<file path="src/rtl/serial_adder.sv">
// Bit-serial adder: one full-adder cell, LSB first, WIDTH cycles per add.
// Define SERIAL_ADDER_OVF_EN to add the signed-overflow output ovf.
module serial_adder #(
  parameter int WIDTH = 8
) (
  input  logic             clk,
  input  logic             rst,
  input  logic             start,
  input  logic [WIDTH-1:0] a,
  input  logic [WIDTH-1:0] b,
  input  logic             cin,
  output logic             busy,
  output logic             done,
  output logic [WIDTH-1:0] sum,
`ifdef SERIAL_ADDER_OVF_EN
  output logic             ovf,
`endif
  output logic             cout
);

  localparam int CW = $clog2(WIDTH + 1);

  typedef enum logic [1:0] {
    IDLE,
    SHIFT,
    DONE
  } state_t;

  state_t           state_q, state_d;
  logic [WIDTH-1:0] a_q, a_d;
  logic [WIDTH-1:0] b_q, b_d;
  logic [WIDTH-1:0] sum_q, sum_d;
  logic [CW-1:0]    cnt_q, cnt_d;
  logic             carry_q, carry_d;
  logic             cout_q, cout_d;
  logic             busy_q, busy_d;
  logic             done_q, done_d;
`ifdef SERIAL_ADDER_OVF_EN
  logic             ovf_q, ovf_d;
`endif

  logic bit_s;
  logic bit_c;
  logic last;

  assign bit_s = a_q[0] ^ b_q[0] ^ carry_q;
  assign bit_c = (a_q[0] & b_q[0]) |
                 (a_q[0] & carry_q) |
                 (b_q[0] & carry_q);
  assign last  = (cnt_q == CW'(WIDTH - 1));

  always_comb begin
    state_d = state_q;
    a_d     = a_q;
    b_d     = b_q;
    sum_d   = sum_q;
    cnt_d   = cnt_q;
    carry_d = carry_q;
    cout_d  = cout_q;
    busy_d  = busy_q;
    done_d  = 1'b0;
`ifdef SERIAL_ADDER_OVF_EN
    ovf_d   = ovf_q;
`endif
    unique case (state_q)
      IDLE: begin
        busy_d = 1'b0;
        if (start) begin
          a_d     = a;
          b_d     = b;
          carry_d = cin;
          cnt_d   = '0;
          busy_d  = 1'b1;
          state_d = SHIFT;
        end
      end
      SHIFT: begin
        sum_d   = {bit_s, sum_q[WIDTH-1:1]};
        carry_d = bit_c;
        cout_d  = bit_c;
        a_d     = a_q >> 1;
        b_d     = b_q >> 1;
        if (last) begin
          // carry_q here is the carry into the MSB
`ifdef SERIAL_ADDER_OVF_EN
          ovf_d   = carry_q ^ bit_c;
`endif
          busy_d  = 1'b0;
          done_d  = 1'b1;
          state_d = DONE;
        end else begin
          cnt_d = cnt_q + CW'(1);
        end
      end
      DONE: begin
        busy_d  = 1'b0;
        state_d = IDLE;
      end
      default: begin
        busy_d  = 1'b0;
        state_d = IDLE;
      end
    endcase
  end

  always_ff @(posedge clk) begin
    if (rst) begin
      state_q <= IDLE;
      a_q     <= '0;
      b_q     <= '0;
      sum_q   <= '0;
      cnt_q   <= '0;
      carry_q <= 1'b0;
      cout_q  <= 1'b0;
      busy_q  <= 1'b0;
      done_q  <= 1'b0;
`ifdef SERIAL_ADDER_OVF_EN
      ovf_q   <= 1'b0;
`endif
    end else begin
      state_q <= state_d;
      a_q     <= a_d;
      b_q     <= b_d;
      sum_q   <= sum_d;
      cnt_q   <= cnt_d;
      carry_q <= carry_d;
      cout_q  <= cout_d;
      busy_q  <= busy_d;
      done_q  <= done_d;
`ifdef SERIAL_ADDER_OVF_EN
      ovf_q   <= ovf_d;
`endif
    end
  end

  assign busy = busy_q;
  assign done = done_q;
  assign sum  = sum_q;
  assign cout = cout_q;
`ifdef SERIAL_ADDER_OVF_EN
  assign ovf  = ovf_q;
`endif

endmodule
</file>
<file path="config.mk">
export PLATFORM = sky130hd
export DESIGN_NAME = serial_adder
export DESIGN_NICKNAME = d
export VERILOG_FILES = /design/src/rtl/serial_adder.sv
export SDC_FILE = /design/constraint.sdc
export NUM_CORES = 1
export LEC_CHECK = 0
export ABC_CLOCK_PERIOD_IN_PS = 2300
export CORE_ASPECT_RATIO = 1.2
export CORE_MARGIN = 8
export CORE_UTILIZATION = 50
export CTS_CLUSTER_DIAMETER = 40
export CTS_CLUSTER_SIZE = 10
export DETAILED_ROUTE_END_ITERATION = 10
export PLACE_DENSITY = 0.88
export SETUP_SLACK_MARGIN = 0.2
export SLEW_MARGIN = 30
export SYNTH_ARGS = -nofsm -noshare
export SYNTH_HDL_FRONTEND = slang
export SYNTH_SLANG_ARGS = --single-unit
</file>
<file path="constraint.sdc">
create_clock -name clk -period 2.3 [get_ports clk]
set_input_delay 0.345 -clock clk [delete_from_list [all_inputs] [get_ports clk]]
set_output_delay 0.345 -clock clk [all_outputs]
set_load 0.05 [all_outputs]
</file>
==> results of run 1 <==
flip-flops by register name (all words and copies together) (netlist names):
register,cells
b_q,8
busy,1
cout,1
cnt_q,4
sum,8
carry_q,1
state_q,2
a_q,8
done,1
cell type report:
type | count | area (um2)
fillers | 237 | 962
flip-flops and latches | 34 | 681
multi-input cells | 113 | 672
repair buffers | 34 | 330
clock buffers | 6 | 51.3
well taps | 34 | 42.5
clock inverters | 2 | 12.5
inverters | 2 | 7.51
worst min path at each step:
| stage | from | end | slack, ns | depth (start not counted) |
|---|---|---|---|---|
| after floorplan | a_q[7]$_SDFFE_PP0P_ | a_q[7]$_SDFFE_PP0P_ | 0.46 | 2 |
| after global placement | sum[0]$_SDFFE_PP0P_ | sum[0]$_SDFFE_PP0P_ | 0.45 | 2 |
| after detailed placement | sum[0]$_SDFFE_PP0P_ | sum[0]$_SDFFE_PP0P_ | 0.45 | 2 |
| after CTS | sum[0]$_SDFFE_PP0P_ | sum[0]$_SDFFE_PP0P_ | 0.46 | 2 |
| after global routing | sum[0]$_SDFFE_PP0P_ | sum[0]$_SDFFE_PP0P_ | 0.48 | 2 |
| final | sum[0]$_SDFFE_PP0P_ | sum[0]$_SDFFE_PP0P_ | 0.46 | 2 |
where the power goes:
group / switching, mW / total, mW / internal, mW
Combinational: 0.0906 / 0.173 / 0.0828
Clock: 0.199 / 0.346 / 0.147
Sequential: 0.0217 / 0.643 / 0.622
Total: 0.311 / 1.16 / 0.851
cells by family (layout without fill, tap and decap cells):
group	after synthesis	after routing
fa+ha+maj	2	2
buf+inv	15	44
compound gates	51	51
flops	34	34
mux	1	1
simple gates	59	59
routing by layer:
metal / vias up / GRT usage, %
met3: 5 / 5.57
met1: 594 / 14.3
met2: 34 / 22.7
met4: 0 / 4.85
li1: 633 / -
met5: - / 0
cell usage in the layout (no fill, tap or decap):
cell | Yosys | routed
dfxtp_1 | 34 | 34
clkdlybuf4s50_1 | 0 | 30
nor2_1 | 23 | 23
nand2_1 | 20 | 20
a211oi_1 | 17 | 17
a21oi_1 | 12 | 12
o2bb2ai_1 | 7 | 7
o22ai_1 | 7 | 7
clkbuf_4 | 0 | 5
buf_4 | 1 | 4
nand3b_1 | 3 | 3
nand3_1 | 3 | 3
inv_1 | 2 | 2
nor2b_1 | 2 | 2
a31oi_1 | 2 | 2
nand2b_1 | 2 | 2
nor3_1 | 2 | 2
o21a_1 | 2 | 2
o31ai_1 | 1 | 1
and2b_1 | 1 | 1
nand2b_4 | 1 | 1
o21bai_1 | 1 | 1
or4b_1 | 1 | 1
o21ba_1 | 1 | 1
a311oi_1 | 1 | 1
mux2i_1 | 1 | 1
nor4bb_1 | 1 | 1
fa_1 | 1 | 1
ha_1 | 1 | 1
clkinvlp_4 | 0 | 1
clkinv_2 | 0 | 1
clkbuf_8 | 0 | 1
per-stage QoR:
step | total power [mW] | utilization, % | setup slack (ns)
3_5_place_dp | 0.830 | 62.8 | 0.459
5_1_grt | 1.22 | 65.1 | 0.352
4_1_cts | 1.17 | 65.1 | 0.410
6_report | 1.16 | 65.1 | 0.424
2_1_floorplan | 0.766 | - | 0.952
3_3_place_gp | 0.821 | 62.8 | 0.510
==> metrics, run 1 <==
synth-to-layout area growth=26.5%; met3 wire length=~200 um; slowest stage cell, crit path=clkdlybuf4s50_1; H-tree lvl count=2; top_reg_cell synth=dfxtp_1; Seq/Total Area, Yosys=47.9%; Hold Fails Final Rpt=0; LEAKAGE=~0.64 nW; CP Data Arrival Time=about 1.5 ns; Post-Syn Nets=between 150 and 200; Total GRT Usage=13.2%; postcts setup bufs=0; Clock Tree Buf Depth=2; wire length on met2=~1500 um; top post-synthesis cells by count=dfxtp_1 (34), nor2_1 (23), nand2_1 (20); worst path buffer plus inverter count=1; Yosys warnings=0; Reg clk slew, reported paths=approximately 0.1 ns; DRC marker count from the first detailed-route iteration=68; startpoint types=flip-flop; Final Slew Violations=0; final hold slack=about 0.46 ns; xor and xnor area share after synthesis=0%; cells resized by post-CTS repair=0; Reg2Reg Setup Slack=0.75 ns; Max Cap Viol=0; ANT cells=0; NumNets Final=212; CTS root buf=clkbuf_4; RSZ-0062 raised after global routing=no; CP startpoint=sum[2]$_SDFFE_PP0P_; post-route ant nets=0; Worst setup EP type=output pin; Critical R2R Launch=cnt_q[0]$_SDFFE_PP0P_; post-synthesis mux area share=0.705%; Clock Latency Late Sink=around 0.33 ns; Num CTS Buffers=5; Setup CP Type=reg -> out; status=completed; post-synthesis compound-gate area fraction=roughly 25%; CP max stage delay=just over 0.8 ns; synthesized area=between 1000 and 1500 um2; fin cells=around 230; r2r endpoint=cnt_q[3]$_SDFFE_PP0P_; critical path depth in cells=1; Area contributors post-synth=dfxtp_1 (48%), a211oi_1 (9.0%), nor2_1 (6.1%), nand2_1 (5.3%), o2bb2ai_1 (4.3%); CP delay by family, top=buffers and inverters; gate count of the mapped netlist=about 160; die height=around 74 um; Fmax=0.533 GHz; Sink Count=34; DRC viols=0; share of cells above drive strength 1=around 6.8%; first-pass GRT wire length=slightly above 5000 um; Avg WL per Cell=13.9 um; initial antenna violation count=0; 1st-pass router iterations=4; largest family of logic cells by synthesized area=compound AO/OA/AOI/OAI gates; Rel. slew slack=a little under 50%; Die X=64.7 um; CTS tree=done; Tcrit/Tclk final=roughly four fifths; crit-path cells=clkdlybuf4s50_1; worst reg2reg path depth=4; met1 WL=1360 um; Yosys reg bits=34; hold_buf cts=0; CP required=1.96 ns; core area=about 2800 um2; Pwr Density=647 nW/um2; Setup Total Neg Slack=0 ns; Synth cell types=29; number of global-route vias before repair=~1200; GRT Residual Overflow=0; Simple-Gate Fraction of Synth Area=between 10% and 20%; HPWL Detailed=around 2300 um; WL final=approximately 3100 um; Yosys top cell by area=dfxtp_1; area share of the largest cell type after synthesis=between 40% and 50%; CP endpoint=sum[2]; critical path fanouts, max=3; highest routed layer=met4; vias post-DR=1266; Setup Viol. Count Final=0; # IOs=31; Peak VDD IR=slightly below 500 uV; slew of the pin with the lowest slew margin=0.761 ns; Setup Skew=~0.0066 ns; HP Class=reg -> reg; Core Rows=21; Port Buf Inserts=30; Async SR Flop Fraction=0%; placed cell count=around 220; Post-synth EDFFs=0; Final Critical Period=1.88 ns; Area after DPL=1730 um2; syn_area_per_cell=about 8.8 um2; final instance area=~1800 um2; GP Congestion=0.750; adder-cell share of the synthesized area=roughly 2.3%; DIE AREA=just under 5000 um2; DR vias/cell=5.63; most frequent cell after synthesis=dfxtp_1; Starting Density=around half; largest net degree at the start of global routing=24
No activity file was read; power rests on OpenSTA's default activity.
==> run 2, diff against run 1 <==
- ABC_CLOCK_PERIOD_IN_PS: 2300 -> 1600
- CORE_UTILIZATION: 50 -> 44
- PLACE_DENSITY: 0.88 -> 0.83
- clock period: 2.3 -> 1.6 ns (I/O delays scaled with it)
==> metrics, run 2 (synthesis gave the netlist of run 1 again) <==
placed cell count=roughly 220; fin cells=234; Starting Density=between 40% and 50%; Setup Skew=approximately 0.0075 ns; hold_buf cts=0; Overall Power=about 1.8 mW; vias post-DR=1330; 1st-pass router iterations=4; Clock Tree Buf Depth=2; # IOs=31; NumNets Final=~220; GP Congestion=about 0.89; commonest non-fill, non-tap cells in the layout=dfxtp_1 (31), nor2_1 (23), nand2_1 (20), buf_4 (20), clkdlybuf4s50_1 (19); initial antenna violation count=0; Final Critical Period=around 1.3 ns; post-route ant nets=0; status=completed; Final Util=roughly three fifths; Reg clk slew, reported paths=between 0.1 and 0.15 ns; Final Slew Violations=0; Total GRT Usage=14.7%; CP max stage delay=0.47 ns; RSZ-0062 raised after global routing=yes; Place WS=around 0.11 ns; Pwr Density=around 980 nW/um2; CP delay by family, top=simple AND/OR/NAND/NOR gates; DIE AREA=around 5300 um2; Avg WL per Cell=roughly 15 um; WL final=roughly 3600 um; Setup Viol. Count Final=0; DR vias/cell=roughly 5.7; Setup Total Neg Slack=0 ns; H-tree lvl count=2; Area after DPL=~1800 um2; startpoint types=flip-flop; share of cells above drive strength 1=a little under a fifth; Fmax=approximately 0.75 GHz; Max Cap Viol=0; core area=slightly above 3000 um2; Tcrit/Tclk final=between 80% and 90%; final hold slack=~0.48 ns; HPWL Detailed=2510 um; crit-path cells=ha_4 > nand3b_1 > or4b_4 > a31oi_1; CTS tree=done; CP Data Arrival Time=between 1.5 and 2 ns; critical path fanouts, max=4; Hold Fails Final Rpt=0; Die X=67.9 um; CTS root buf=clkbuf_4; Clock Latency Late Sink=0.35 ns; Port Buf Inserts=30; Sink Count=34; ANT cells=0; die height=about 78 um; HP Class=reg -> reg; LEAKAGE=~0.71 nW; Setup CP Type=reg -> reg; largest net degree at the start of global routing=37; Peak VDD IR=653 uV; slowest stage cell, crit path=or4b_4; DRC marker count from the first detailed-route iteration=69; GRT Residual Overflow=0; Num CTS Buffers=5; DRC viols=0; Worst setup EP type=flip-flop; CP required=around 1.9 ns; slew of the pin with the lowest slew margin=~0.43 ns; Rel. slew slack=roughly 71%; synth-to-layout area growth=33.1%; number of global-route vias before repair=1322; Final WS setup=about 0.27 ns; final instance area=1890 um2; worst path buffer plus inverter count=0; Core Rows=22; commonest non-fill, non-tap cell in the layout=dfxtp_1; first-pass GRT wire length=just over 6000 um
[run 2: cell count changes in the layout (fill, tap and decap cells not counted), moves of 2 or more]
cell	previous run	this run
clkdlybuf4s50_1	30	19
buf_4	4	20
dfxtp_2	0	3
dfxtp_1	34	31
buf_12	0	2
[run 2: tightest hold or removal path, stage by stage (launching register included)]
cell     delay, ns
dfxtp_1       0.33
nand2_1       0.05
a21oi_1       0.05
[run 2: final timing paths]
path	to	from	slack, ns	cells after the start
worst min-delay path	cout$_SDFFE_PP0P_	cout$_SDFFE_PP0P_	0.48	2
worst min register to register	cout$_SDFFE_PP0P_	cout$_SDFFE_PP0P_	0.48	2
worst max-delay path	cnt_q[3]$_SDFFE_PP0P_	cnt_q[1]$_SDFFE_PP0P_	0.27	4
worst max register to register	cnt_q[3]$_SDFFE_PP0P_	cnt_q[1]$_SDFFE_PP0P_	0.27	4
[run 2: per-layer routing]
metal	GRT usage, %	up-vias	routed length, um
met2	24.1	38	1850
met1	16.2	635	1450
met3	4.69	7	195
met5	0	-	0
met4	8.01	0	83
li1	-	650	-
[run 2: layout make-up]
| class | count | area [um2] |
|---|---|---|
| clock buffer | 5 | 37.5 |
| timing repair buffer | 41 | 380 |
| inverter | 2 | 7.51 |
| clock inverter | 3 | 45.0 |
| sequential | 34 | 684 |
| multi-input combinational | 113 | 691 |
| tap | 36 | 45.0 |
| fill | 285 | 1190 |
[run 2: where the power goes]
part	internal (mW)	switching [mW]
clock	0.327	0.317
sequential	0.895	0.0350
combinational	0.136	0.137
total	1.36	0.489
[run 2: what timing repair did]
| item | CTS | global route |
|---|---|---|
| buffers inserted | 2 | 0 |
| pin swaps | 0 | 1 |
| endpoints found under the setup margin | 2 | 12 |
| resized for setup | 3 | 4 |
| endpoints found under the hold margin | 0 | 0 |
